<file path="config.mk">
export PLATFORM = sky130hd
export DESIGN_NAME = t1_decode
export DESIGN_NICKNAME = d
export VERILOG_FILES = /design/src/rtl/power2round_defines_pkg.sv /design/src/rtl/t1_decode_gearbox.sv /design/src/rtl/t1_decode.sv
export SDC_FILE = /design/constraint.sdc
export NUM_CORES = 1
export LEC_CHECK = 0
export BUFFER_PORTS_ARGS = -buffer_cell sky130_fd_sc_hd__buf_2
export CORE_MARGIN = 8
export CORE_UTILIZATION = 44
export CTS_CLUSTER_SIZE = 12
export DETAILED_ROUTE_END_ITERATION = 10
export PLACE_DENSITY_LB_ADDON = 0.15
export SYNTH_ARGS = -nofsm -noshare
export SYNTH_HDL_FRONTEND = slang
export SYNTH_HIERARCHICAL = 1
export SYNTH_SLANG_ARGS = --single-unit
</file>
<file path="constraint.sdc">
create_clock -name clk -period 3.1 [get_ports clk]
set_input_delay 0.155 -clock clk [delete_from_list [all_inputs] [get_ports clk]]
set_output_delay 0.155 -clock clk [all_outputs]
set_load 0.005 [all_outputs]
</file>
<file path="src/rtl/power2round_defines_pkg.sv">
// Shared types, sizes and the t1 coefficient expansion used by the verify-side t1 unpacker.
package power2round_defines_pkg;

  localparam int MLDSA_K      = 8;
  localparam int PK_ADDR_W    = 10;
  localparam int MEM_ADDR_W   = 15;
  localparam int PK_T1_OFFSET = 8;
  localparam int COEFF_W      = 24;

  localparam int T1_COEFF_W   = 10;
  localparam int T1_SHIFT     = 13;
  localparam int T1_API_WORDS = 640;
  localparam int T1_MEM_WORDS = 512;

  localparam int GB_PUSH_W = 32;
  localparam int GB_POP_W  = 4 * T1_COEFF_W;
  localparam int GB_W      = 80;
  localparam int GB_CNT_W  = 7;

  typedef enum logic [1:0] {
    T1_RD_IDLE = 2'd0,
    T1_RD_API  = 2'd1,
    T1_RD_DONE = 2'd2
  } t1_decode_read_state_type;

  typedef enum logic [1:0] {
    T1_WR_IDLE = 2'd0,
    T1_WR_MEM  = 2'd1,
    T1_WR_DONE = 2'd2
  } t1_decode_write_state_type;

  // Four 10-bit t1 values become four t1*2^13 memory coefficients, c0 in the LSBs.
  function automatic logic [4*COEFF_W-1:0] t1_expand(input logic [GB_POP_W-1:0] pc);
    logic [4*COEFF_W-1:0] w;
    w = '0;
    for (int k = 0; k < 4; k++) begin
      w[k*COEFF_W +: COEFF_W] = {{(COEFF_W-T1_COEFF_W-T1_SHIFT){1'b0}},
                                 pc[k*T1_COEFF_W +: T1_COEFF_W],
                                 {T1_SHIFT{1'b0}}};
    end
    return w;
  endfunction

endpackage

</file>
<file path="src/rtl/t1_decode_gearbox.sv">
// 32-bit push / 40-bit pop bit gearbox over an 80-bit buffer, LSB-first stream order.
module t1_decode_gearbox
  import power2round_defines_pkg::*;
(
  input  logic                clk,
  input  logic                reset_n,
  input  logic                clear,
  input  logic                push,
  input  logic [GB_PUSH_W-1:0] push_data,
  input  logic                pop,
  output logic [GB_POP_W-1:0] pop_data,
  output logic [GB_CNT_W-1:0] count,
  output logic                can_pop,
  output logic                empty
);

  logic [GB_W-1:0]     data_q, data_d;
  logic [GB_CNT_W-1:0] cnt_q, cnt_d;
  logic [GB_W-1:0]     kept;
  logic [GB_CNT_W-1:0] kept_cnt;

  // Pop is applied first so a same-cycle push lands right above the surviving bits.
  always_comb begin
    kept     = data_q;
    kept_cnt = cnt_q;
    if (pop) begin
      kept     = data_q >> GB_POP_W;
      kept_cnt = cnt_q - GB_CNT_W'(GB_POP_W);
    end
    data_d = kept;
    cnt_d  = kept_cnt;
    if (push) begin
      data_d = kept | ({{(GB_W-GB_PUSH_W){1'b0}}, push_data} << kept_cnt);
      cnt_d  = kept_cnt + GB_CNT_W'(GB_PUSH_W);
    end
    if (clear) begin
      data_d = '0;
      cnt_d  = '0;
    end
  end

  always_ff @(posedge clk or negedge reset_n) begin
    if (!reset_n) begin
      data_q <= '0;
      cnt_q  <= '0;
    end else begin
      data_q <= data_d;
      cnt_q  <= cnt_d;
    end
  end

  assign pop_data = data_q[GB_POP_W-1:0];
  assign count    = cnt_q;
  assign can_pop  = (cnt_q >= GB_CNT_W'(GB_POP_W));
  assign empty    = (cnt_q == '0);

endmodule

</file>
<file path="src/rtl/t1_decode.sv">
// Unpacks the 10-bit t1 field of the public key from the API registers into memory as t1*2^13.
// Handshake: pk_rd_data is valid exactly one cycle after pk_rd_en; memory writes are fire-and-forget.
module t1_decode
  import power2round_defines_pkg::*;
(
  input  logic                      clk,
  input  logic                      reset_n,
  input  logic                      zeroize,
  input  logic                      t1_decode_en,
  input  logic [MEM_ADDR_W-1:0]     dest_base_addr,
  output logic                      pk_rd_en,
  output logic [PK_ADDR_W-1:0]      pk_rd_addr,
  input  logic [31:0]               pk_rd_data,
  output logic                      mem_wr_en,
  output logic [MEM_ADDR_W-1:0]     mem_wr_addr,
  output logic [4*COEFF_W-1:0]      mem_wr_data,
  output logic                      t1_decode_done,
  output t1_decode_read_state_type  dbg_rd_state,
  output t1_decode_write_state_type dbg_wr_state,
  output logic [GB_CNT_W-1:0]       dbg_buf_count
);

  t1_decode_read_state_type  rd_state_q, rd_state_d;
  t1_decode_write_state_type wr_state_q, wr_state_d;
  logic [9:0]              rd_cnt_q, rd_cnt_d;
  logic [PK_ADDR_W-1:0]    rd_addr_q, rd_addr_d;
  logic                    inflight_q, inflight_d;
  logic [MEM_ADDR_W-1:0]   dest_base_q, dest_base_d;
  logic [8:0]              wr_cnt_q, wr_cnt_d;
  logic                    mem_wr_en_q, mem_wr_en_d;
  logic [MEM_ADDR_W-1:0]   mem_wr_addr_q, mem_wr_addr_d;
  logic [4*COEFF_W-1:0]    mem_wr_data_q, mem_wr_data_d;
  logic                    done_q, done_d;

  logic                    start;
  logic                    rd_issue;
  logic                    gb_pop;
  logic [GB_POP_W-1:0]     gb_pop_data;
  logic [GB_CNT_W-1:0]     gb_count;
  logic                    gb_can_pop;
  logic                    gb_empty;

  assign start = t1_decode_en && (rd_state_q == T1_RD_IDLE) && (wr_state_q == T1_WR_IDLE);

  // A read is only issued when the buffer can absorb it plus any word still in flight.
  assign rd_issue = !zeroize && (rd_state_q == T1_RD_API) &&
                    (({1'b0, gb_count} + (inflight_q ? 8'd32 : 8'd0)) <= 8'd48);
  assign gb_pop   = (wr_state_q == T1_WR_MEM) && gb_can_pop;

  always_comb begin
    rd_state_d    = rd_state_q;
    wr_state_d    = wr_state_q;
    rd_cnt_d      = rd_cnt_q;
    rd_addr_d     = rd_addr_q;
    inflight_d    = rd_issue;
    dest_base_d   = dest_base_q;
    wr_cnt_d      = wr_cnt_q;
    mem_wr_en_d   = gb_pop;
    mem_wr_addr_d = '0;
    mem_wr_data_d = '0;
    done_d        = 1'b0;

    case (rd_state_q)
      T1_RD_IDLE: begin
        if (start) begin
          rd_state_d  = T1_RD_API;
          rd_cnt_d    = '0;
          rd_addr_d   = PK_ADDR_W'(PK_T1_OFFSET);
          dest_base_d = dest_base_addr;
        end
      end
      T1_RD_API: begin
        if (rd_issue) begin
          rd_cnt_d  = rd_cnt_q + 10'd1;
          rd_addr_d = rd_addr_q + PK_ADDR_W'(1);
          if (rd_cnt_q == 10'(T1_API_WORDS - 1)) rd_state_d = T1_RD_DONE;
        end
      end
      T1_RD_DONE: begin
        if (wr_state_q == T1_WR_DONE) rd_state_d = T1_RD_IDLE;
      end
      default: rd_state_d = T1_RD_IDLE;
    endcase

    case (wr_state_q)
      T1_WR_IDLE: begin
        if (start) begin
          wr_state_d = T1_WR_MEM;
          wr_cnt_d   = '0;
        end
      end
      T1_WR_MEM: begin
        if (gb_pop) begin
          mem_wr_addr_d = dest_base_q + MEM_ADDR_W'(wr_cnt_q);
          mem_wr_data_d = t1_expand(gb_pop_data);
          wr_cnt_d      = wr_cnt_q + 9'd1;
          if (wr_cnt_q == 9'(T1_MEM_WORDS - 1)) wr_state_d = T1_WR_DONE;
        end
      end
      T1_WR_DONE: begin
        done_d     = 1'b1;
        wr_state_d = T1_WR_IDLE;
      end
      default: wr_state_d = T1_WR_IDLE;
    endcase

    if (zeroize) begin
      rd_state_d    = T1_RD_IDLE;
      wr_state_d    = T1_WR_IDLE;
      rd_cnt_d      = '0;
      rd_addr_d     = '0;
      inflight_d    = 1'b0;
      dest_base_d   = '0;
      wr_cnt_d      = '0;
      mem_wr_en_d   = 1'b0;
      mem_wr_addr_d = '0;
      mem_wr_data_d = '0;
      done_d        = 1'b0;
    end
  end

  always_ff @(posedge clk or negedge reset_n) begin
    if (!reset_n) begin
      rd_state_q    <= T1_RD_IDLE;
      wr_state_q    <= T1_WR_IDLE;
      rd_cnt_q      <= '0;
      rd_addr_q     <= '0;
      inflight_q    <= 1'b0;
      dest_base_q   <= '0;
      wr_cnt_q      <= '0;
      mem_wr_en_q   <= 1'b0;
      mem_wr_addr_q <= '0;
      mem_wr_data_q <= '0;
      done_q        <= 1'b0;
    end else begin
      rd_state_q    <= rd_state_d;
      wr_state_q    <= wr_state_d;
      rd_cnt_q      <= rd_cnt_d;
      rd_addr_q     <= rd_addr_d;
      inflight_q    <= inflight_d;
      dest_base_q   <= dest_base_d;
      wr_cnt_q      <= wr_cnt_d;
      mem_wr_en_q   <= mem_wr_en_d;
      mem_wr_addr_q <= mem_wr_addr_d;
      mem_wr_data_q <= mem_wr_data_d;
      done_q        <= done_d;
    end
  end

  // Data returning for a read issued last cycle is pushed; zeroize clears it away.
  t1_decode_gearbox u_gearbox (
    .clk       (clk),
    .reset_n   (reset_n),
    .clear     (zeroize),
    .push      (inflight_q),
    .push_data (pk_rd_data),
    .pop       (gb_pop),
    .pop_data  (gb_pop_data),
    .count     (gb_count),
    .can_pop   (gb_can_pop),
    .empty     (gb_empty)
  );

  assign pk_rd_en       = rd_issue;
  assign pk_rd_addr     = rd_addr_q;
  assign mem_wr_en      = mem_wr_en_q;
  assign mem_wr_addr    = mem_wr_addr_q;
  assign mem_wr_data    = mem_wr_data_q;
  assign t1_decode_done = done_q;
  assign dbg_rd_state   = rd_state_q;
  assign dbg_wr_state   = wr_state_q;
  assign dbg_buf_count  = gb_count;

  a_buf_bound: assert property (@(posedge clk) disable iff (!reset_n)
    gb_count <= GB_CNT_W'(GB_W));
  a_empty_at_done: assert property (@(posedge clk) disable iff (!reset_n)
    (wr_state_q == T1_WR_DONE) |-> gb_empty);

endmodule

</file>
==> flow_summary_export.csv <==
group,metric,value,unit
power,peakVddDrop,0.000279,V
timing,relSlewSlack,36.9,%
setup_path,crit_arrival,3.25,ns
timing,max_freq,341,MHz
floorplan,initial_core_util,45.0,%
yosys,avgSynthCellArea,10.3,um2
cells_and_area,num_antenna_cells,0,
timing,fin_crit,2.93,ns
setup_path,cp-startpoint,"u_gearbox/count[4]",
timing,setup-tns-final,0,ns
setup_path,worst_setup_path_end_kind,"register",
clocking,cts_tree,"done",
global_route,grt_max_degree,66,
setup_path,start_kind,"register",
detailed_routing,wl,29300,um
placed_design,place_ws,0.0848,ns
setup_path,worstPathMaxFanout,15,
cells_and_area,area_growth,11.9,%
cells_and_area,drive_gt1_share,20.4,%
clocking,clk_latency,0.43,ns
detailed_routing,wl_per_cell,20.0,um
clocking,cts_root_buffer,"clkbuf_16",
detailed_routing,vias,8050,
clocking,htreeDepth,4,
floorplan,ios,186,
clocking,cts_buffers,17,
detailed_routing,drc_errors,0,
power,powerDensity,470,nW/um2
timing,tightest_slew,0.946,ns
placed_design,dpl_cell_area,11100,um2
hold_path,hp-class,"input pin to register",
power,p_leak,5.70,nW
placed_design,gp_congestion,0.887,
timing,final-hold-violation-count,0,
timing,final-setup-viol-count,0,
detailed_routing,ant_nets,0,
yosys,synthCells,1032,
status,status,"completed",
floorplan,core-area,23500,um2
setup_path,reg2reg_to,"u_gearbox/data_q[62]",
timing,rsz0062_at_grt,"no",
yosys,syn_area,10600,um2
setup_path,r2r-start,"u_gearbox/count[4]",
global_route,grt_overflow_total,0,
setup_path,cp_slowest_stage_delay,0.45,ns
timing,maxSlewViolCount,0,
setup_path,crit_type,"register to register",
global_route,grt_pass1_vias,8188,
setup_path,endpoint,"u_gearbox/data_q[62]",
placed_design,place_hpwl,21000,um
clocking,cts.clk_slew.worst_paths,0.07,ns
setup_path,path_cells,"inv_1, ha_1, nand2_1, a21o_1, nand2_1, nor2_4, nand2b_4, and2_4, mux2i_1, mux2i_1, a22o_1",
setup_path,reg2reg_depth,11,
detailed_routing,drtIter0Drc,591,
cells_and_area,final_nets,1201,
timing,setup_slack,0.169,ns
clocking,clock_path_buffers,2,
power,p_total,5.58,mW
setup_path,cp.required,3.42,ns
timing,timing.hold.ws,0.0223,ns
floorplan,dieArea,29300,um2
timing,post-route-period-util,94.6,%
cells_and_area,design_area,11900,um2
clocking,cts_sinks,190,
setup_path,slowest_stage,"mux2i_1",
global_route,grt_pass1_wl,46400,um
placed_design,io_buffer_count,126,
floorplan,die_h,171,um
floorplan,die_w,171,um
setup_path,ff2ff_setup_slack,0.17,ns
yosys,ys_warn_count,6,
detailed_routing,dr.pass1.iters,7,
job,cap_violations,0,
global_route,antenna_found_initial,1,
timing,skew,0.0117,ns
global_route,track_usage,20.3,%
floorplan,num_rows,56,
detailed_routing,via_per_inst,5.49,
## placed cells by master (no fill, tap or decap), types with 13 or more instances in the layout
master / instances
o21ai_0: 54
a21oi_1: 37
dfrtp_1: 189
xnor2_1: 13
and2_1: 46
nand2_1: 68
buf_4: 37
dlygate4sd3_1: 17
a22o_1: 23
and3_1: 14
clkbuf_16: 17
o22ai_1: 23
nor3_1: 14
mux2i_1: 101
buf_2: 125
nor2_1: 62
a22oi_1: 18
conb_1: 59
inv_1: 15
ha_1: 15
nand3_1: 25
## what timing repair did
action                                 4_1_cts  5_1_grt
hold buffers                                17        0
resized for setup                            0        1
setup endpoints to repair                    0       23
endpoints found under the hold margin       77        0
buffers inserted                             0        2
## critical path, delay by kind of cell (launching register included)
family / cells / cell delay (ns)
flops: 1 / 0.38
mux: 2 / 0.66
compound gates: 2 / 0.37
fa+ha+maj: 1 / 0.25
simple gates: 5 / 1.08
buf+inv: 1 / 0.07
## how the worst min path moves through the flow
stage,from,endpoint,cells after the start
floorplan,reset_n,dbg_rd_state[0],0
global placement,reset_n,pk_rd_addr[0],1
detailed placement,reset_n,pk_rd_addr[0],1
CTS,pk_rd_data[28],u_gearbox/data_q[52],2
global route,pk_rd_data[30],u_gearbox/data_q[54],2
finish,pk_rd_data[28],u_gearbox/data_q[52],2
## sequential cells by signal, indices dropped and copies added, names as in the netlist
register	flops
u_gearbox/data_q	80
mem_wr_data	40
dest_base_q	15
mem_wr_addr	15
pk_rd_addr	10
rd_cnt_q	10
wr_cnt_q	9
u_gearbox/count	4
dbg_rd_state	2
dbg_wr_state	2
inflight_q	1
mem_wr_en	1
t1_decode_done	1
## routing by layer
| layer | share of wire [%] | global-route usage, % | wire length (um) | up-vias |
|---|---|---|---|---|
| li1 | - | - | - | 3752 |
| met1 | 46 | 27.9 | 13400 | 3986 |
| met2 | 47 | 32.0 | 13700 | 278 |
| met3 | 5.8 | 3.64 | 1700 | 32 |
| met4 | 1.7 | 6.20 | 494 | 2 |
| met5 | 0.044 | 0 | 13 | - |
## report_power, final
| part | total, mW | switching [mW] | internal (mW) |
|---|---|---|---|
| clock | 2.17 | 0.992 | 1.18 |
| combinational | 0.758 | 0.484 | 0.274 |
| sequential | 2.65 | 0.0806 | 2.57 |
## metrics by stage
stage                     util (%)  std cells
after floorplan                  -       1089
after global placement        47.1       1414
after detailed placement      47.1       1414
after CTS                     50.3       1463
after global routing          50.4       1466
final                         50.4       1466
## final cells by class
| cell class | count | area (um2) |
|---|---|---|
| Clock buffer | 21 | 470 |
| Clock inverter | 11 | 108 |
| Fill cell | 2235 | 11700 |
| Inverter | 15 | 56.3 |
| Multi-Input combinational cell | 728 | 4940 |
| Sequential cell | 190 | 4760 |
| Tap cell | 319 | 399 |
| Timing Repair Buffer | 182 | 1130 |
Note: power is estimated with default switching activity, not from simulation.
